File: config.mk
export PLATFORM = sky130hd
export DESIGN_NAME = halton_vertex_collector
export DESIGN_NICKNAME = d
export VERILOG_FILES = /design/src/rtl/halton_vertex_collector.sv
export SDC_FILE = /design/constraint.sdc
export NUM_CORES = 1
export LEC_CHECK = 0
export ABC_AREA = 1
export CAP_MARGIN = 20
export CORE_ASPECT_RATIO = 1.25
export CORE_MARGIN = 1.5
export CORE_UTILIZATION = 59
export DETAILED_ROUTE_END_ITERATION = 16
export PLACE_DENSITY = 0.86
export SETUP_SLACK_MARGIN = 0.4
export SKIP_CTS_REPAIR_TIMING = 1
export SYNTH_ARGS = -nofsm -noshare
export SYNTH_HDL_FRONTEND = slang
export SYNTH_SLANG_ARGS = --single-unit
File: constraint.sdc
create_clock -name clk -period 5.7 [get_ports clk]
set_clock_uncertainty 0.05 [all_clocks]
set_input_delay 1.71 -clock clk [delete_from_list [all_inputs] [get_ports clk]]
set_output_delay 1.71 -clock clk [all_outputs]
set_load 0.1 [all_outputs]
File: src/rtl/halton_vertex_collector.sv
// halton_vertex_collector: pairs base-2/base-3 Halton samples into vertices behind per-stream FIFOs.
module halton_vertex_fifo #(
    parameter int W     = 8,
    parameter int DEPTH = 8
) (
    input  logic         clk,
    input  logic         reset,
    input  logic         clr,
    input  logic         push,
    input  logic         pop,
    input  logic [W-1:0] din,
    output logic [W-1:0] dout,
    output logic         empty,
    output logic         full
);
    localparam int AW = $clog2(DEPTH);
    logic [W-1:0] mem [DEPTH];
    logic [AW-1:0] wp, rp;
    logic [AW:0] cnt;
    assign dout  = mem[rp];
    assign empty = cnt == '0;
    assign full  = cnt == (AW+1)'(DEPTH);
    always_ff @(posedge clk)
        if (push) mem[wp] <= din;
    always_ff @(posedge clk or posedge reset)
        if (reset) begin
            wp  <= '0;
            rp  <= '0;
            cnt <= '0;
        end else if (clr) begin
            wp  <= '0;
            rp  <= '0;
            cnt <= '0;
        end else begin
            wp  <= wp + AW'(push);
            rp  <= rp + AW'(pop);
            cnt <= cnt + (AW+1)'(push) - (AW+1)'(pop);
        end
endmodule

module halton_vertex_collector #(
    parameter int  MAP_WIDTH  = 1000,
    parameter int  FIFO_DEPTH = 8,
    localparam int VW         = $clog2(MAP_WIDTH + 1)
) (
    input  logic          clk,
    input  logic          reset,
    input  logic          start_i,
    input  logic [15:0]   numNode_i,
    input  logic [VW-1:0] x_value_i,
    input  logic [15:0]   x_index_i,
    input  logic          x_valid_i,
    input  logic [VW-1:0] y_value_i,
    input  logic [15:0]   y_index_i,
    input  logic          y_valid_i,
    output logic [VW-1:0] vertex_x_o,
    output logic [VW-1:0] vertex_y_o,
    output logic [15:0]   vertex_index_o,
    output logic          vertex_valid_o,
    input  logic          vertex_ready_i,
    output logic          busy_o,
    output logic          done_o,
    output logic          overflow_o,
    output logic          index_err_o
);
    typedef enum logic [1:0] {IDLE, COLLECT, DONE} state_t;
    state_t state, state_n;
    logic [15:0] num, cnt;
    logic [VW+15:0] x_q, y_q;
    logic x_empty, x_full, y_empty, y_full;
    logic acc, fin, active, pop, push_x, push_y, clr;
    assign acc    = vertex_valid_o & vertex_ready_i;
    assign fin    = state == COLLECT && acc && cnt + 16'd1 == num;
    // the final accept closes the run, so nothing is pushed or popped in that cycle
    assign active = state == COLLECT && !start_i && !fin;
    assign pop    = active && !x_empty && !y_empty && (!vertex_valid_o || acc);
    assign push_x = active && x_valid_i && (!x_full || pop);
    assign push_y = active && y_valid_i && (!y_full || pop);
    assign clr    = start_i | fin;
    assign busy_o = state == COLLECT;
    assign done_o = state == DONE;
    halton_vertex_fifo #(.W(VW + 16), .DEPTH(FIFO_DEPTH)) u_x_fifo (
        .clk(clk), .reset(reset), .clr(clr), .push(push_x), .pop(pop),
        .din({x_index_i, x_value_i}), .dout(x_q), .empty(x_empty), .full(x_full)
    );
    halton_vertex_fifo #(.W(VW + 16), .DEPTH(FIFO_DEPTH)) u_y_fifo (
        .clk(clk), .reset(reset), .clr(clr), .push(push_y), .pop(pop),
        .din({y_index_i, y_value_i}), .dout(y_q), .empty(y_empty), .full(y_full)
    );
    always_comb
        state_n = start_i ? (numNode_i == 16'd0 ? DONE : COLLECT) : fin ? DONE : state;
    always_ff @(posedge clk or posedge reset)
        if (reset) state <= IDLE;
        else state <= state_n;
    always_ff @(posedge clk or posedge reset)
        if (reset) begin
            num            <= '0;
            cnt            <= '0;
            vertex_x_o     <= '0;
            vertex_y_o     <= '0;
            vertex_index_o <= '0;
            vertex_valid_o <= 1'b0;
            overflow_o     <= 1'b0;
            index_err_o    <= 1'b0;
        end else if (start_i) begin
            num            <= numNode_i;
            cnt            <= '0;
            vertex_x_o     <= '0;
            vertex_y_o     <= '0;
            vertex_index_o <= '0;
            vertex_valid_o <= 1'b0;
            overflow_o     <= 1'b0;
            index_err_o    <= 1'b0;
        end else begin
            if (pop) begin
                vertex_x_o     <= x_q[VW-1:0];
                vertex_y_o     <= y_q[VW-1:0];
                vertex_index_o <= x_q[VW+15:VW];
                vertex_valid_o <= 1'b1;
            end else if (acc) vertex_valid_o <= 1'b0;
            if (pop && x_q[VW+15:VW] != y_q[VW+15:VW]) index_err_o <= 1'b1;
            if (active && !pop && ((x_valid_i && x_full) || (y_valid_i && y_full))) overflow_o <= 1'b1;
            if (acc) cnt <= cnt + 16'd1;
        end
endmodule

==> impl_metrics.ini <==
[placement]
gp_congestion = 0.884
place_ws_ps = 808
postPlaceCellArea_um2 = 24000
port_buffers = 114
hpwl_um = 31700
dp_cells = 2717

[drt]
drt_wl_total_um = 52200
vias_per_cell = 5.76
wl_per_cell_um = 18.6
dr.pass1.iters = 6
drcViolationCount = 0
drt_iter0_markers = 1653
ant_nets = 0
vias = 16100

[global_routing]
grt_antenna_before_repair = 0
gr-total-overflow = 0
grtUsageTotal_pct = 27.1
grt_pass1_wl_um = 81800
grt_max_degree = 106
grt_pass1_vias = 15900

[min_path]
holdPathEnd = vertex_y_o[2]
hp-start = vertex_y_o[2]
hold_class = flop to flop
min_path_cells = 2

[finish]
final_common_cell = nand2_1
fin_area_um2 = 25600
drive_gt1_share_pct = 7.43
nFillCells = 2476
layout_common_cells = nand2_1 (736), edfxtp_1 (416), inv_1 (242)
instances_no_fill = 2802
syn_to_final_growth_pct = 14.4
layout.nets = 2376

[power_and_ir_drop]
power.density_nw_per_um2 = 342
p_leak_uw = 0.0106
p_sw_share_pct = 26.5
pwr-share-comb_pct = 14.7
power.share.sequential_pct = 47.8
p_int_uw = 6440
p_sw_uw = 2320
ir_worst_vdd_mv = 0.213
clockPowerShare_pct = 37.6

[critical_path]
r2r_end = u_y_fifo.mem[6][11]
required_ps = 6070
start_kind = input port
crit_arrival_ps = 4750
cp_cell_sequence = clkdlybuf4s50_1, nand2_1, nor3_1, nand3_1, nor2_1, nand3_1, nor2_2, nand2_2, nor2_4, nor2_4, nand2_4, inv_4, ha_1, inv_1, ha_1, fa_1, xnor2_1, nor2_1
cpPeakStageDelay_ps = 480
end_kind = flop
path_class = input port to flop
reg2reg_slack_ps = 1870
ff2ff_path_depth = 14
cp_slowest_cell = clkdlybuf4s50_1
rr_startpoint = cnt[0]
cp_max_fo = 40

[timing]
fin_crit_ps = 4390
drv_slew = 0
setup_violations = 0
fin_ws_ps = 1310
max_slew.worst_pin.slew_ps = 1160
rsz0062_at_grt = false
setup_tns_ps = 0
hold_viol_final = 0
relSlewSlack_pct = 22.8
fin_crit_sh_pct = 77.0
max_freq_mhz = 228

[flow_run]
cap_violations = 0

[floorplanning]
fp.dieW_um = 177
coreArea_um2 = 37300
die_h_um = 221
fp.dieArea_um2 = 39100
row_count = 79
start_util_pct = 60.1
num_io_pins = 115

[clock_tree]
cts_num_sinks = 509
clk_pin_slew_worst_paths_ps = 60
cts_tree = yes
cts_made_buffers = 46
cts_root_buffer = clkbuf_16
clock_latency_ps = 560
clk_path_buf_depth = 3
htree_num_levels = 2

[status]
status = finished clean

[logic_synthesis]
syn_inst = 2182
synth-seq-cells = 509
yosysWarnings = 0
postSynthAreaPerCell_um2 = 10.3
netlist_area_um2 = 22400
synthesis.nets = 2279
synth.distinct_cells = 37
ys_seq_area_share_pct = 66.2
[layer usage]
metal	vias to the layer above	part of all wire, %	wire length (µm)	GRT usage, %
li1	7414	-	-	-
met1	7726	37	19100	33.0
met2	810	51	26600	47.4
met3	180	7.9	4140	3.76
met4	0	4.5	2330	13.6
met5	-	0	0	0
[kinds of logic (layout without fill, tap and decap cells)]
kind of cell             count (synthesis)  count (layout)  share of synthesized area, %
AO/OA/AOI/OAI                          181             181                          4.71
XOR/XNOR                                11              11                         0.430
adder cells (fa/ha/maj)                 23              23                          1.35
buffers and inverters                  349             482                          6.31
flip-flops                             509             509                          66.2
other                                    0               1                             0
AND/OR/NAND/NOR                       1109            1109                          21.0
[registers in the layout, indices dropped and copies added, names as in the netlist]
| name | flops |
|---|---|
| u_y_fifo.mem | 208 |
| vertex_y_o | 10 |
| u_x_fifo.rp | 3 |
| vertex_valid_o | 1 |
| u_y_fifo.wp | 3 |
| u_x_fifo.cnt | 4 |
| u_y_fifo.cnt | 4 |
| u_y_fifo.rp | 3 |
| vertex_index_o | 16 |
| num | 16 |
| state | 2 |
| u_x_fifo.wp | 3 |
| vertex_x_o | 10 |
| index_err_o | 1 |
| cnt | 16 |
| u_x_fifo.mem | 208 |
| overflow_o | 1 |
[worst max-delay path by stage]
stage               cells after the start            endpoint      startpoint  slack [ps]
global route                           18     u_x_fifo.cnt[2]  vertex_ready_i        1170
detailed placement                     18     u_x_fifo.cnt[2]  vertex_ready_i         810
finish                                 18     u_x_fifo.cnt[2]  vertex_ready_i        1310
CTS                                    18     u_x_fifo.cnt[2]  vertex_ready_i        1340
floorplan                              11  u_y_fifo.mem[0][0]  vertex_ready_i         740
global placement                       18     u_x_fifo.cnt[2]  vertex_ready_i         930
[critical path: cells and delay by family]
family	cells	cell delay [ps]
buffers and inverters	3	720
adders and majority gates	3	980
and+or+nand+nor	11	1120
xor gates and xnor gates	1	220
[layout make-up]
type / instances / area, µm² / share of cell area (%)
clock inverter: 25 / 378 / 1.48
sequential: 509 / 14800 / 57.9
inverter: 250 / 943 / 3.68
tap: 486 / 608 / 2.38
timing repair buffer: 148 / 1400 / 5.45
clock buffer: 59 / 1240 / 4.86
multi-input combinational: 1324 / 6210 / 24.3
antenna: 1 / 2.50 / 0.00977
[cells in the mapped netlist]
master | number | area share, %
nand2_4 | 1 | 0.050
buf_4 | 6 | 0.20
clkbuf_1 | 64 | 1.1
o21bai_1 | 1 | 0.034
nor2_4 | 5 | 0.25
nor2_1 | 116 | 1.9
inv_2 | 4 | 0.067
buf_1 | 15 | 0.25
o22ai_1 | 29 | 0.81
nand3_1 | 192 | 4.3
a41oi_1 | 1 | 0.039
o21ai_2 | 1 | 0.039
nand4_1 | 10 | 0.28
clkinv_1 | 2 | 0.034
a21oi_1 | 26 | 0.58
nor4_1 | 4 | 0.11
nor3b_1 | 1 | 0.034
edfxtp_1 | 416 | 56
a32o_1 | 20 | 0.89
nor2_2 | 3 | 0.084
inv_4 | 1 | 0.028
buf_12 | 4 | 0.36
xor2_1 | 4 | 0.16
dfrtp_1 | 93 | 10
a31oi_1 | 2 | 0.056
or2_2 | 1 | 0.028
o21ai_1 | 1 | 0.022
o21ai_0 | 100 | 2.2
nand2_1 | 736 | 12
nand3_2 | 29 | 1.3
buf_2 | 10 | 0.22
inv_1 | 243 | 4.1
fa_1 | 2 | 0.18
ha_1 | 21 | 1.2
xnor2_1 | 7 | 0.27
nand2_2 | 3 | 0.084
nor3_1 | 8 | 0.18
[stage by stage]
step	hold slack, ps	util (%)	total power, µW
final	454	68.7	8760
after global placement	437	64.3	5470
after global routing	479	68.7	9050
after floorplan	422	-	5150
after CTS	460	68.7	8770
after detailed placement	444	64.3	5520
[power by group through the flow]
stage	clock network, µW	logic (µW)	registers [µW]
2_1_floorplan	0	630	4520
3_3_place_gp	0	1220	4260
3_5_place_dp	0	1260	4260
4_1_cts	3310	1280	4180
5_1_grt	3460	1390	4190
6_report	3290	1280	4180
Power figures use the tool's default switching activity.
